File: src/rtl/l1_arbiter.sv
// l1_arbiter: shares one downstream line port between the L1 I-cache and
// the L1 D-cache, one full-line transaction at a time.
//
// Handshake on every port: a requester raises read/write together with its
// address (and write data) and holds them all steady until the cycle its
// resp is 1. resp is a single-cycle pulse, and rdata is meaningful only in
// that cycle. There is no separate ready: resp is both the completion and
// the acceptance. Downstream follows the same rule, with this block as the
// requester.
module l1_arbiter #(
   parameter int ADDR_W = 16,
   parameter int LINE_W = 128,
   parameter int FAIR   = 1
) (
   input  logic              clk,
   input  logic              rst_n,
   input  logic              i_pmem_read,
   input  logic [ADDR_W-1:0] i_pmem_address,
   output logic [LINE_W-1:0] i_pmem_rdata,
   output logic              i_pmem_resp,
   input  logic              d_pmem_read,
   input  logic              d_pmem_write,
   input  logic [ADDR_W-1:0] d_pmem_address,
   input  logic [LINE_W-1:0] d_pmem_wdata,
   output logic [LINE_W-1:0] d_pmem_rdata,
   output logic              d_pmem_resp,
   output logic              l2_read,
   output logic              l2_write,
   output logic [ADDR_W-1:0] l2_address,
   output logic [LINE_W-1:0] l2_wdata,
   input  logic [LINE_W-1:0] l2_rdata,
   input  logic              l2_resp
);

   typedef enum logic [1:0] {
      IDLE    = 2'd0,
      SERVE_I = 2'd1,
      SERVE_D = 2'd2,
      GAP     = 2'd3
   } state_t;

   state_t state;
   state_t state_nxt;
   // 1 when the most recently completed transaction belonged to the D-cache
   logic   last_grant_d;
   logic   last_grant_d_nxt;
   logic   req_i;
   logic   req_d;

   // State register and round-robin memory; reset aborts any in-flight line
   always_ff @(posedge clk or negedge rst_n) begin
      if (!rst_n) begin
         state        <= IDLE;
         last_grant_d <= 1'b0;
      end else begin
         state        <= state_nxt;
         last_grant_d <= last_grant_d_nxt;
      end
   end

   // Grant selection plus combinational pass-through of the granted client
   always_comb begin
      state_nxt        = state;
      last_grant_d_nxt = last_grant_d;
      req_i            = i_pmem_read;
      req_d            = d_pmem_read | d_pmem_write;
      l2_read          = 1'b0;
      l2_write         = 1'b0;
      l2_address       = '0;
      l2_wdata         = '0;
      i_pmem_resp      = 1'b0;
      i_pmem_rdata     = '0;
      d_pmem_resp      = 1'b0;
      d_pmem_rdata     = '0;
      case (state)
         IDLE: begin
            // l2_resp is deliberately ignored here: nothing is outstanding
            if (req_i && req_d) begin
               if ((FAIR != 0) && last_grant_d) state_nxt = SERVE_I;
               else                             state_nxt = SERVE_D;
            end else if (req_d) begin
               state_nxt = SERVE_D;
            end else if (req_i) begin
               state_nxt = SERVE_I;
            end
         end
         SERVE_I: begin
            l2_read    = i_pmem_read;
            l2_address = i_pmem_address;
            if (l2_resp) begin
               i_pmem_resp      = 1'b1;
               i_pmem_rdata     = l2_rdata;
               state_nxt        = GAP;
               last_grant_d_nxt = 1'b0;
            end
         end
         SERVE_D: begin
            l2_address = d_pmem_address;
            l2_wdata   = d_pmem_wdata;
            // a write-back takes precedence if the client raises both
            if (d_pmem_write) l2_write = 1'b1;
            else              l2_read  = d_pmem_read;
            if (l2_resp) begin
               d_pmem_resp      = 1'b1;
               d_pmem_rdata     = l2_rdata;
               state_nxt        = GAP;
               last_grant_d_nxt = 1'b1;
            end
         end
         GAP: begin
            // one dead cycle so the finished client can drop its stale request
            state_nxt = IDLE;
         end
         default: state_nxt = IDLE;
      endcase
   end

endmodule

File: config.mk
export PLATFORM = sky130hd
export DESIGN_NAME = l1_arbiter
export DESIGN_NICKNAME = d
export VERILOG_FILES = /design/src/rtl/l1_arbiter.sv
export SDC_FILE = /design/constraint.sdc
export NUM_CORES = 1
export LEC_CHECK = 0
export CAP_MARGIN = 15
export CORE_AREA = 3 3 273 275
export DETAILED_ROUTE_END_ITERATION = 7
export DIE_AREA = 0 0 276 278
export GPL_TIMING_DRIVEN = 0
export HOLD_SLACK_MARGIN = 0.15
export PLACE_DENSITY = 0.36
export SLEW_MARGIN = 40
export SYNTH_ARGS = -nofsm -noshare
export SYNTH_HDL_FRONTEND = slang
export SYNTH_SLANG_ARGS = --single-unit
File: constraint.sdc
create_clock -name clk -period 2.5 [get_ports clk]
set_input_delay 0.5 -clock clk [delete_from_list [all_inputs] [get_ports clk]]
set_output_delay 0.5 -clock clk [all_outputs]
set_load 0.02 [all_outputs]
==> results <==
[state kept, by name, summed over array words and instances, names as in the netlist]
register and flops:
last_grant_d 1, state 2
[metal layers]
| metal | GRT usage (%) | vias to the layer above |
|---|---|---|
| li1 | - | 3225 |
| met1 | 13.2 | 3169 |
| met2 | 18.0 | 403 |
| met3 | 4.93 | 27 |
| met4 | 1.99 | 0 |
| met5 | 0 | - |
[power groups by stage]
stage | combinational (mW) | clock, mW | sequential, mW
finish | 8.19 | 0.262 | 0.109
global route | 8.78 | 0.270 | 0.112
CTS | 8.19 | 0.270 | 0.109
detailed placement | 8.57 | 0 | 0.101
global placement | 8.61 | 0 | 0.101
floorplan | 3.93 | 0 | 0.0934
[cell families after synthesis]
group | after synthesis | share of synthesized area, %
AO/OA/AOI/OAI | 22 | 5.28
adder cells (fa/ha/maj) | 5 | 1.90
buffers and inverters | 80 | 12.6
flip-flops | 3 | 2.28
AND/OR/NAND/NOR | 412 | 78.0
[layout by cell type, fill, tap and decap left out, types with 11 or more instances in the layout]
cell type and count:
clkdlybuf4s15_2 115, and3_1 251, dlymetal6s2s_1 24, clkbuf_4 11, buf_2 40, buf_4 18
a22oi_1 16, and2_1 132, clkbuf_2 50, clkdlybuf4s50_1 292, dlygate4sd2_1 185, nor2b_1 16
clkdlybuf4s15_1 22
[worst max-delay path: cells and delay by family (launching register included)]
kind	cells	cell delay, ns
buffers and inverters	5	0.86
DFF	1	0.41
adders and majority gates	1	0.20
and+or+nand+nor	1	0.21
[stage by stage]
stage                     util, %  TNS, ns  hold slack [ns]
after CTS                    16.0   -0.856            0.458
final                        15.9        0            0.457
after floorplan                 -        0            0.204
after global routing         15.9  -0.0193            0.477
after detailed placement     15.8  -117.92            0.554
after global placement       15.8  -116.97            0.560
[final cells by class]
cell class	instances	area (um2)	share of cell area, %
buffer	76	584	5.07
sequential	3	75.1	0.652
clock buffer	4	78.8	0.684
timing repair buffer	702	6710	58.3
multi-input combinational	439	2850	24.7
inverter	3	11.3	0.0978
tap	959	1200	10.4
antenna	4	10.0	0.0869
[path summary, 6_finish.rpt]
kind | from | endpoint | slack, ns | cells past startpoint
max | state[0]$_DFFE_PN0P_ | d_pmem_rdata[123] | 0.08 | 7
min | rst_n | last_grant_d$_DFFE_PN0P_ | 0.46 | 1
max reg2reg | state[0]$_DFFE_PN0P_ | state[1]$_DFFE_PN0P_ | 0.94 | 6
min reg2reg | last_grant_d$_DFFE_PN0P_ | last_grant_d$_DFFE_PN0P_ | 0.55 | 1
max in group asynchronous | rst_n | state[1]$_DFFE_PN0P_ | 1.90 | 1
min in group clk | last_grant_d$_DFFE_PN0P_ | last_grant_d$_DFFE_PN0P_ | 0.55 | 1
[what timing repair did]
action                                  CTS  global route
buffers inserted                          1             4
endpoints found under the setup margin  403           230
pin swaps                                 0             0
endpoints found under the hold margin     0             0
gates resized for setup                 756           120
cloned                                    0             1
==> metrics.yaml <==
grt_max_degree: 11
vias: 6824
clock_latency_ns: 0.23
wl_met1_mm: 19.2
synthTopCellsByArea: "and3_1, and2_1, buf_2"
syn_nets: 821
dpl.hpwl_mm: 39.7
io_pins: 698
firstDrtPassIters: 4
synth_area_per_cell_um2: 6.31
drive_above_1_share_pct: 21.5
timing.critical_path.cells: "inv_2 -> ha_1 -> buf_12 -> buf_8 -> buf_6 -> and3_4 -> clkdlybuf4s15_2"
cts.clk_slew.worst_paths_ns: 0.03
synth_commonest_cells: "and3_1, and2_1, buf_2, clkbuf_1"
dr.first_iter.drc_count: 260
synthCells: 522
yosys.area.top_type: "and3_1"
peakVddDrop_mv: 0.323
fin_area_mm2: 0.0115
clock-root-buffer: "clkbuf_16"
critPathLaunchType: "flop"
start_util_pct: 4.54
min_period_ns: 2.42
grt_pass1_vias: 7310
hold_buffers: 0
period_share_pct: 96.9
antenna_left: 0
dieArea_mm2: 0.0767
cp_data_arrival_time_ns: 1.92
cts_buffer_depth: 2
p_seq_share_pct: 1.3
synthDistinctLibCells: 22
rows: 99
max_slew_margin_pct: 71.8
syn_area_mm2: 0.00329
drc: 0
portBuffers: 696
grt_usage_pct: 10.9
ys_seq_elements: 3
internal_power_mw: 3.68
numPlacedInstances: 2177
wl_met2_mm: 21.0
cellPowerDensity_mw_per_mm2: 743
fp.dieH_um: 278
swShare_pct: 57.0
wl_met3_mm: 4.52
core_mm2: 0.0726
power_frac_comb_pct: 95.7
area_delta_synth_final_pct: 250
numCtsBuffers: 3
post-place-ws_ns: -1.03
p_total_mw: 8.56
synth_enable_flop_cells: 0
hold_path.class: "input pin to asynchronous set/reset pin"
cp-end-kind: "primary output"
ys_warn_count: 0
fill_cells: 8384
switchingPower_mw: 4.88
status: "completed"
viasPerCell: 3.12
final_max_slew_viol_count: 0
postSynth.asyncResetShare_pct: 100
finalSetupViolCount: 0
dpl_cell_area_mm2: 0.0115
critPathRequiredTime_ns: 2.00
rsz0062_at_grt: "true"
gp_congestion: 0.868
clkPwrFrac_pct: 3.1
cts_tree: "yes"
ys.flop_type: "dfrtp_1"
tightest_slew_ns: 0.424
crit_path_max_incr_delay_ns: 0.41
overflow: 0
skew_ns: 0.000617
synth_top_area_share_pct: 48.7
cts_sinks: 3
grt_pass1_wl_mm: 59.9
p_leak_nw: 6.33
cpMaxStageDelayCell: "dfrtp_1"
dr.max_layer_used: "met4"
maxCapViolations: 0
htree_levels: 1
routed_wirelength_mm: 45.4
nets: 1527
hold_violations: 0
crit_type: "flop to primary output"
wl_per_cell_um: 20.7
fin_cells: 2190
worstPathMaxFanout: 10
finalWorstSetupSlack_ns: 0.0769
fmax_mhz: 413
die_w_um: 276
antenna_found_initial: 9
synth_most_common_cell: "and3_1"
yosysSeqAreaShare_pct: 2.28
Power figures use the tool's default switching activity.
